### config.mk
export PLATFORM = sky130hd
export DESIGN_NAME = inst_fetch_flat
export DESIGN_NICKNAME = d
export VERILOG_FILES = /design/src/rtl/inst_fetch_pkg.sv /design/src/rtl/inst_fetch_if.sv /design/src/rtl/inst_fetch_fifo.sv /design/src/rtl/inst_fetch.sv /design/src/flat_wrapper.sv
export SDC_FILE = /design/constraint.sdc
export NUM_CORES = 1
export LEC_CHECK = 0
export ABC_AREA = 1
export CORE_MARGIN = 4
export CORE_UTILIZATION = 40
export CTS_BUF_LIST = sky130_fd_sc_hd__clkbuf_4
export CTS_CLUSTER_DIAMETER = 200
export CTS_CLUSTER_SIZE = 10
export DETAILED_ROUTE_END_ITERATION = 16
export PLACE_DENSITY = 0.63
export SLEW_MARGIN = 20
export SYNTH_ARGS = -nofsm -noshare
export SYNTH_HDL_FRONTEND = slang
export SYNTH_SLANG_ARGS = --single-unit
### constraint.sdc
create_clock -name clk -period 3.8 [get_ports clk]
set_input_delay 0.57 -clock clk [delete_from_list [all_inputs] [get_ports clk]]
set_output_delay 0.57 -clock clk [all_outputs]
set_load 0.1 [all_outputs]
### src/rtl/inst_fetch_pkg.sv
// Shared types and constants for the instruction fetch unit.
// The optional misaligned-redirect trap is enabled by INST_FETCH_MISALIGN_EN.
package inst_fetch_pkg;

  localparam logic [31:0] RESET_PC = 32'h8000_0000;

  typedef enum logic [1:0] {
    S_IDLE = 2'd0,
    S_REQ  = 2'd1,
    S_WAIT = 2'd2
  } fetch_state_e;

  localparam logic [1:0] ST_IDLE = 2'd0;
  localparam logic [1:0] ST_REQ  = 2'd1;
  localparam logic [1:0] ST_WAIT = 2'd2;

  typedef struct packed {
    logic [31:0] pc;
    logic [31:0] inst;
  } fetch_entry_t;

  function automatic logic [31:0] next_pc(input logic [31:0] pc);
    return pc + 32'd4;
  endfunction

endpackage

### src/rtl/inst_fetch_if.sv
// Memory, redirect and decoder-side handshake bundle for inst_fetch.
interface inst_fetch_if;

  logic        mem_req_valid;
  logic        mem_req_ready;
  logic [31:0] mem_req_addr;
  logic        mem_rsp_valid;
  logic [31:0] mem_rsp_data;
  logic        redirect_valid;
  logic [31:0] redirect_pc;
  logic        out_valid;
  logic        out_ready;
  logic [31:0] out_pc;
  logic [31:0] out_inst;

  modport master (
    output mem_req_valid, mem_req_addr, out_valid, out_pc, out_inst,
    input  mem_req_ready, mem_rsp_valid, mem_rsp_data,
    input  redirect_valid, redirect_pc, out_ready
  );

  modport slave (
    input  mem_req_valid, mem_req_addr, out_valid, out_pc, out_inst,
    output mem_req_ready, mem_rsp_valid, mem_rsp_data,
    output redirect_valid, redirect_pc, out_ready
  );

endinterface

### src/rtl/inst_fetch_fifo.sv
// Two-entry shift FIFO of fetched {pc, inst}; the head is a register so it
// drives the decoder outputs directly. Flush wins over push and pop.
module fetch_fifo
  import inst_fetch_pkg::*;
(
  input  logic         clk,
  input  logic         rst_n,
  input  logic         flush_i,
  input  logic         push_i,
  input  logic         pop_i,
  input  fetch_entry_t din_i,
  output fetch_entry_t head_o,
  output logic [1:0]   count_o
);

  fetch_entry_t e0_q, e0_d, e1_q, e1_d;
  logic [1:0]   count_q, count_d;
  logic         do_pop_s;

  assign do_pop_s = pop_i && (count_q != 2'd0);

  always_comb begin
    e0_d    = e0_q;
    e1_d    = e1_q;
    count_d = count_q;
    if (flush_i) begin
      count_d = 2'd0;
    end else begin
      case ({push_i, do_pop_s})
        2'b10: begin
          if (count_q == 2'd0) begin
            e0_d    = din_i;
            count_d = 2'd1;
          end else if (count_q == 2'd1) begin
            e1_d    = din_i;
            count_d = 2'd2;
          end else begin
            count_d = count_q;
          end
        end
        2'b01: begin
          e0_d    = e1_q;
          count_d = count_q - 2'd1;
        end
        2'b11: begin
          if (count_q == 2'd1) begin
            e0_d = din_i;
          end else begin
            e0_d = e1_q;
            e1_d = din_i;
          end
        end
        default: count_d = count_q;
      endcase
    end
  end

  always_ff @(posedge clk or negedge rst_n) begin
    if (!rst_n) begin
      e0_q    <= 64'd0;
      e1_q    <= 64'd0;
      count_q <= 2'd0;
    end else begin
      e0_q    <= e0_d;
      e1_q    <= e1_d;
      count_q <= count_d;
    end
  end

  assign head_o  = e0_q;
  assign count_o = count_q;

endmodule

### src/rtl/inst_fetch.sv
// Instruction fetch: single-outstanding request FSM feeding a 2-entry buffer.
// Define INST_FETCH_MISALIGN_EN to trap misaligned redirects (misalign_err).
module inst_fetch
  import inst_fetch_pkg::*;
(
  input  logic         clk,
  input  logic         rst_n,
  inst_fetch_if.master bus
`ifdef INST_FETCH_MISALIGN_EN
  ,
  output logic         misalign_err
`endif
);

  logic [1:0]   state_q, state_d;
  logic [31:0]  pc_q, pc_d;
  logic [31:0]  req_pc_q, req_pc_d;
  logic         outstanding_q, outstanding_d;
  logic         drop_q, drop_d;
  logic         misalign_q, misalign_d;

  logic [1:0]   fifo_cnt_s;
  fetch_entry_t head_s, entry_s;
  logic         req_valid_s, accept_s, rsp_s, push_s, pop_s, out_valid_s;
  logic         slot_free_s, bad_rdr_s;
  logic [31:0]  rdr_pc_s;

`ifdef INST_FETCH_MISALIGN_EN
  assign rdr_pc_s  = bus.redirect_pc & ~32'h0000_0003;
  assign bad_rdr_s = bus.redirect_valid && (bus.redirect_pc[1:0] != 2'b00);
  assign misalign_err = misalign_q;
`else
  assign rdr_pc_s  = bus.redirect_pc & ~32'h0000_0003;
  assign bad_rdr_s = 1'b0;
`endif

  assign req_valid_s = (state_q == ST_REQ) && !outstanding_q &&
                       ((fifo_cnt_s + {1'b0, outstanding_q}) < 2'd2);
  assign accept_s    = req_valid_s && bus.mem_req_ready;
  assign rsp_s       = bus.mem_rsp_valid && outstanding_q;
  assign out_valid_s = (fifo_cnt_s != 2'd0);
  assign pop_s       = out_valid_s && bus.out_ready;
  // Responses for a redirected-away request, or racing a redirect, are dropped.
  assign push_s      = rsp_s && !drop_q && !bus.redirect_valid;
  assign slot_free_s = (fifo_cnt_s == 2'd0) || ((fifo_cnt_s == 2'd1) && pop_s);

  assign entry_s.pc   = req_pc_q;
  assign entry_s.inst = bus.mem_rsp_data;

  always_comb begin
    pc_d          = pc_q;
    req_pc_d      = req_pc_q;
    outstanding_d = outstanding_q;
    drop_d        = drop_q;
    misalign_d    = misalign_q;
    state_d       = state_q;
    if (accept_s) begin
      pc_d          = next_pc(pc_q);
      req_pc_d      = pc_q;
      outstanding_d = 1'b1;
    end else if (rsp_s) begin
      outstanding_d = 1'b0;
    end else begin
      outstanding_d = outstanding_q;
    end
    if (bus.redirect_valid) begin
      pc_d       = rdr_pc_s;
      drop_d     = (outstanding_q && !rsp_s) || accept_s;
      misalign_d = misalign_q || bad_rdr_s;
      state_d    = (misalign_q || bad_rdr_s) ? ST_IDLE : ST_REQ;
    end else begin
      drop_d = rsp_s ? 1'b0 : drop_q;
      case (state_q)
        ST_IDLE: state_d = misalign_q ? ST_IDLE : ST_REQ;
        ST_REQ:  state_d = accept_s ? ST_WAIT : ST_REQ;
        ST_WAIT: begin
          if (rsp_s) begin
            state_d = slot_free_s ? ST_REQ : ST_IDLE;
          end else begin
            state_d = ST_WAIT;
          end
        end
        default: state_d = ST_IDLE;
      endcase
    end
  end

  always_ff @(posedge clk or negedge rst_n) begin
    if (!rst_n) begin
      state_q       <= ST_IDLE;
      pc_q          <= RESET_PC;
      req_pc_q      <= 32'd0;
      outstanding_q <= 1'b0;
      drop_q        <= 1'b0;
      misalign_q    <= 1'b0;
    end else begin
      state_q       <= state_d;
      pc_q          <= pc_d;
      req_pc_q      <= req_pc_d;
      outstanding_q <= outstanding_d;
      drop_q        <= drop_d;
      misalign_q    <= misalign_d;
    end
  end

  fetch_fifo u_fifo (
    .clk     (clk),
    .rst_n   (rst_n),
    .flush_i (bus.redirect_valid),
    .push_i  (push_s),
    .pop_i   (pop_s),
    .din_i   (entry_s),
    .head_o  (head_s),
    .count_o (fifo_cnt_s)
  );

  assign bus.mem_req_valid = req_valid_s;
  assign bus.mem_req_addr  = pc_q;
  assign bus.out_valid     = out_valid_s;
  assign bus.out_pc        = head_s.pc;
  assign bus.out_inst      = head_s.inst;

endmodule

### src/flat_wrapper.sv
// flat-port wrapper written by rule: the top's interface ports become plain ports
module inst_fetch_flat import inst_fetch_pkg::*;
  (clk, rst_n, bus_mem_req_valid, bus_mem_req_addr, bus_out_valid, bus_out_pc, bus_out_inst, bus_mem_req_ready, bus_mem_rsp_valid, bus_mem_rsp_data, bus_redirect_valid, bus_redirect_pc, bus_out_ready);
  inst_fetch_if bus_i ();
  input  logic clk;
  input  logic rst_n;
  output wire logic [$bits(bus_i.mem_req_valid)-1:0] bus_mem_req_valid;
  output wire logic [$bits(bus_i.mem_req_addr)-1:0] bus_mem_req_addr;
  output wire logic [$bits(bus_i.out_valid)-1:0] bus_out_valid;
  output wire logic [$bits(bus_i.out_pc)-1:0] bus_out_pc;
  output wire logic [$bits(bus_i.out_inst)-1:0] bus_out_inst;
  input wire logic [$bits(bus_i.mem_req_ready)-1:0] bus_mem_req_ready;
  input wire logic [$bits(bus_i.mem_rsp_valid)-1:0] bus_mem_rsp_valid;
  input wire logic [$bits(bus_i.mem_rsp_data)-1:0] bus_mem_rsp_data;
  input wire logic [$bits(bus_i.redirect_valid)-1:0] bus_redirect_valid;
  input wire logic [$bits(bus_i.redirect_pc)-1:0] bus_redirect_pc;
  input wire logic [$bits(bus_i.out_ready)-1:0] bus_out_ready;
  assign bus_mem_req_valid = bus_i.mem_req_valid;
  assign bus_mem_req_addr = bus_i.mem_req_addr;
  assign bus_out_valid = bus_i.out_valid;
  assign bus_out_pc = bus_i.out_pc;
  assign bus_out_inst = bus_i.out_inst;
  assign bus_i.mem_req_ready = bus_mem_req_ready;
  assign bus_i.mem_rsp_valid = bus_mem_rsp_valid;
  assign bus_i.mem_rsp_data = bus_mem_rsp_data;
  assign bus_i.redirect_valid = bus_redirect_valid;
  assign bus_i.redirect_pc = bus_redirect_pc;
  assign bus_i.out_ready = bus_out_ready;
  inst_fetch u_core (.clk(clk), .rst_n(rst_n), .bus(bus_i));
endmodule
==> metrics.md <==
| Metric | Value |
|---|---|
| Status | `finished, final reports clean` |
| CP delay by family, top | `buffers and inverters` |
| Die H | `approximately 170 um` |
| CORE AREA | `26,100 um2` |
| I/O Pins | `168` |
| Crit share post-route | `81.3%` |
| R2R depth | `8` |
| CTS tree | `yes` |
| Levels on crit path | `2` |
| Kind of critical path | `register to primary output` |
| Layout fillers | `around 2,700` |
| Detailed placement HPWL | `~19 mm` |
| Asr flop ratio synth | `100%` |
| Post-synthesis cell area | `10,700 um2` |
| Max Fclk | `around 320 MHz` |
| Worst R2R Setup Slack | `1230 ps` |
| Worst skew pair latency | `roughly 570 ps` |
| Mean Syn Cell Area | `6.70 um2` |
| Grt ovf | `0` |
| Die X | `about 170 um` |
| Vias per cell | `approximately 5` |
| Final hold violations | `0` |
| Mapped Cells | `roughly 1,600` |
| Synthesis-to-layout area growth | `20.4%` |
| FP Rows | `between 50 and 60` |
| Min Tclk post-route | `around 3000 ps` |
| Number of synthesis warnings | `0` |
| Top FF cell, synth | `dfrtp_1` |
| Max stage delay on crit path | `around 1200 ps` |
| Setup TNS | `0 ps` |
| Area of the die | `just under 30,000 um2` |
| Peak supply drop | `between 500 and 600 uV` |
| R2R Path Start | `u_core.u_fifo.count_o[1]$_DFFE_PN0P_` |
| Reg-to-Reg End | `u_core.u_fifo.count_o[0]$_DFFE_PN0P_` |
| CTS buffer count | `17` |
| Root Buffer | `clkbuf_4` |
| Initial antenna violation count | `1` |
| CP required | `between 3000 and 4000 ps` |
| Htree depth | `4` |
| Post-layout nets | `1,780` |
| Clock transition at path regs | `approximately 150 ps` |
| Crit. End Element | `primary output` |
| Worst-Margin Slew | `~1100 ps` |
| Worst-path cell chain | `nor4_2, clkdlybuf4s50_1` |
| Postcts setup bufs | `0` |
| Critical path destination | `bus_mem_req_valid` |
| Gr usage total | `20.5%` |
| DRT Pass-1 Iters | `5` |
| Critical path peak fanout | `4` |
| Worst Path Arrival | `2520 ps` |
| Max-slew headroom | `28.3%` |
| Distinct cell type count after synthesis | `28` |
| Pwr dens | `approximately 870 nW/um2` |
| Initial DRC Count | `~900` |
| Max Transition Viols Final | `0` |
| CP max stage cell | `clkdlybuf4s50_1` |
| Max Root-Sink Buffers | `2` |
| Util after Layout | `49.2%` |
| Worst Clk Skew | `roughly 30 ps` |
| ANT nets after route | `0` |
| Number of synthesized flops with an enable pin | `0` |
| RSZ-0062 raised after global routing | `no` |
| Final WL | `29.7 mm` |
| Fin cells | `2,056` |
| WHS Path Cells | `2` |
| MaxCap Viol Count | `0` |
| Worst setup path start | `u_core.u_fifo.count_o[1]$_DFFE_PN0P_` |
| Wire length per cell | `between 10 and 15 um` |
| Share of cells above drive strength 1 | `3.95%` |
| P_leak | `between 0.006 and 0.007 uW` |
| Hold WC Path Type | `register to register` |
| Design area | `between 10,000 and 15,000 um2` |
| Initial Util | `40.9%` |
| First-pass GRT wire length | `slightly below 50 mm` |
| CP bufs+invs | `1` |
| Setup crit start kind | `register` |
| Placed Instance Area | `around 13,000 um2` |
| Number of synthesized register bits | `between 150 and 200` |
| DR vias | `between 10,000 and 15,000` |
| Sequential area share after synthesis | `a little under half` |
| RD Place Congestion | `between 0.8 and 0.9` |
| Endpoints failing setup | `0` |
| Largest net degree at the start of global routing | `93` |
| Total power | `between 10,000 and 15,000 uW` |
| Post-Place Cells | `2,022` |
| # port buffers | `roughly 160` |
| Residual DRC | `0` |
| Sink Count | `between 150 and 200` |
| Vias in the first global route | `9,577` |
==> timing repair <==
item | CTS | global route
hold buffers | 1 | 0
gates resized for setup | 0 | 0
hold endpoints to repair | 50 | 0
==> cell usage after synthesis, types with 4 or more instances <==
| master | n | area [um2] |
|---|---|---|
| nand2_1 | 870 | 3270 |
| dfrtp_1 | 193 | 4830 |
| nand3_1 | 110 | 551 |
| nor2_1 | 106 | 398 |
| inv_1 | 64 | 240 |
| o21ai_0 | 64 | 320 |
| a31oi_1 | 62 | 388 |
| clkbuf_1 | 49 | 184 |
| buf_2 | 32 | 160 |
| buf_4 | 6 | 45.0 |
| xor2_1 | 6 | 52.6 |
| nor2_2 | 5 | 31.3 |
| o211ai_1 | 4 | 30.0 |
| o21bai_1 | 4 | 30.0 |
==> cell type report <==
type,count,area [um2],area share (%)
Clock buffer,18,135,1.05
Tap cell,335,419,3.26
Timing Repair Buffer,182,1830,14.2
Sequential cell,194,4860,37.8
Clock inverter,14,153,1.19
Antenna cell,1,2.50,0.0195
Inverter,66,248,1.93
Multi-Input combinational cell,1246,5220,40.6
==> tightest hold or removal path: cells and delay by family (launching register included) <==
kind	cells	cell delay, ps
DFF	1	380
and+or+nand+nor	1	50
buffers and inverters	1	40
==> cell families after synthesis <==
family,share of synthesized area (%)
buffers and inverters,6.00
AND/OR/NAND/NOR,40.3
XOR/XNOR,0.574
flip-flops,45.5
AO/OA/AOI/OAI,7.24
other,0.0351
adder cells (fa/ha/maj),0.352
==> cell usage in the layout (no fill, tap or decap), types with 4 or more instances in the layout <==
master / count
buf_4: 15
o21bai_1: 4
nand3_1: 109
o21ai_0: 64
inv_1: 63
o211ai_1: 4
clkdlybuf4s50_1: 161
inv_6: 5
buf_12: 4
xor2_1: 6
nor2_1: 106
a31oi_1: 62
clkbuf_4: 18
dfrtp_1: 193
nand2_1: 868
==> per-layer routing <==
layer / track usage [%] / routed length, um / share of wire (%)
met1: 28.7 / 14000 / 47
met2: 33.7 / 13700 / 46
met3: 3.24 / 1580 / 5.3
met4: 4.86 / 438 / 1.5
met5: 0 / 0 / 0
==> flip-flops by register name, indices dropped and copies added, names as in the netlist <==
| register | count |
|---|---|
| u_core.drop_q | 1 |
| u_core.bus.mem_req_addr | 30 |
| u_core.state_q | 2 |
| u_core.outstanding_q | 1 |
| u_core.u_fifo.head_o | 64 |
| u_core.u_fifo.count_o | 2 |
| u_core.req_pc_q | 30 |
| u_core.u_fifo.e1_q | 64 |
==> how the worst min path moves through the flow <==
stage | startpoint | to
floorplan | rst_n | u_core.bus.mem_req_addr[10]$_DFFE_PN0N_
global placement | u_core.u_fifo.e1_q[33]$_DFFE_PN0P_ | u_core.u_fifo.e1_q[33]$_DFFE_PN0P_
detailed placement | u_core.u_fifo.e1_q[32]$_DFFE_PN0P_ | u_core.u_fifo.e1_q[32]$_DFFE_PN0P_
CTS | rst_n | u_core.u_fifo.head_o[22]$_DFFE_PN0P_
global route | rst_n | u_core.u_fifo.head_o[22]$_DFFE_PN0P_
finish | u_core.u_fifo.e1_q[32]$_DFFE_PN0P_ | u_core.u_fifo.e1_q[32]$_DFFE_PN0P_
==> through the flow <==
| step | hold WS, ps | worst slack (ps) |
|---|---|---|
| 6_report | 488 | 711 |
| 5_1_grt | 479 | 607 |
| 4_1_cts | 464 | 637 |
| 3_5_place_dp | 453 | 899 |
| 3_3_place_gp | 450 | 911 |
| 2_1_floorplan | 274 | 1080 |
==> power by group <==
part	switching, uW	leakage [uW]	internal, uW
registers	681	0.00244	2890
clock network	758	0.000158	409
logic	4810	0.00359	1680
total	6250	0.00619	4980
Note: power is estimated with default switching activity, not from simulation.
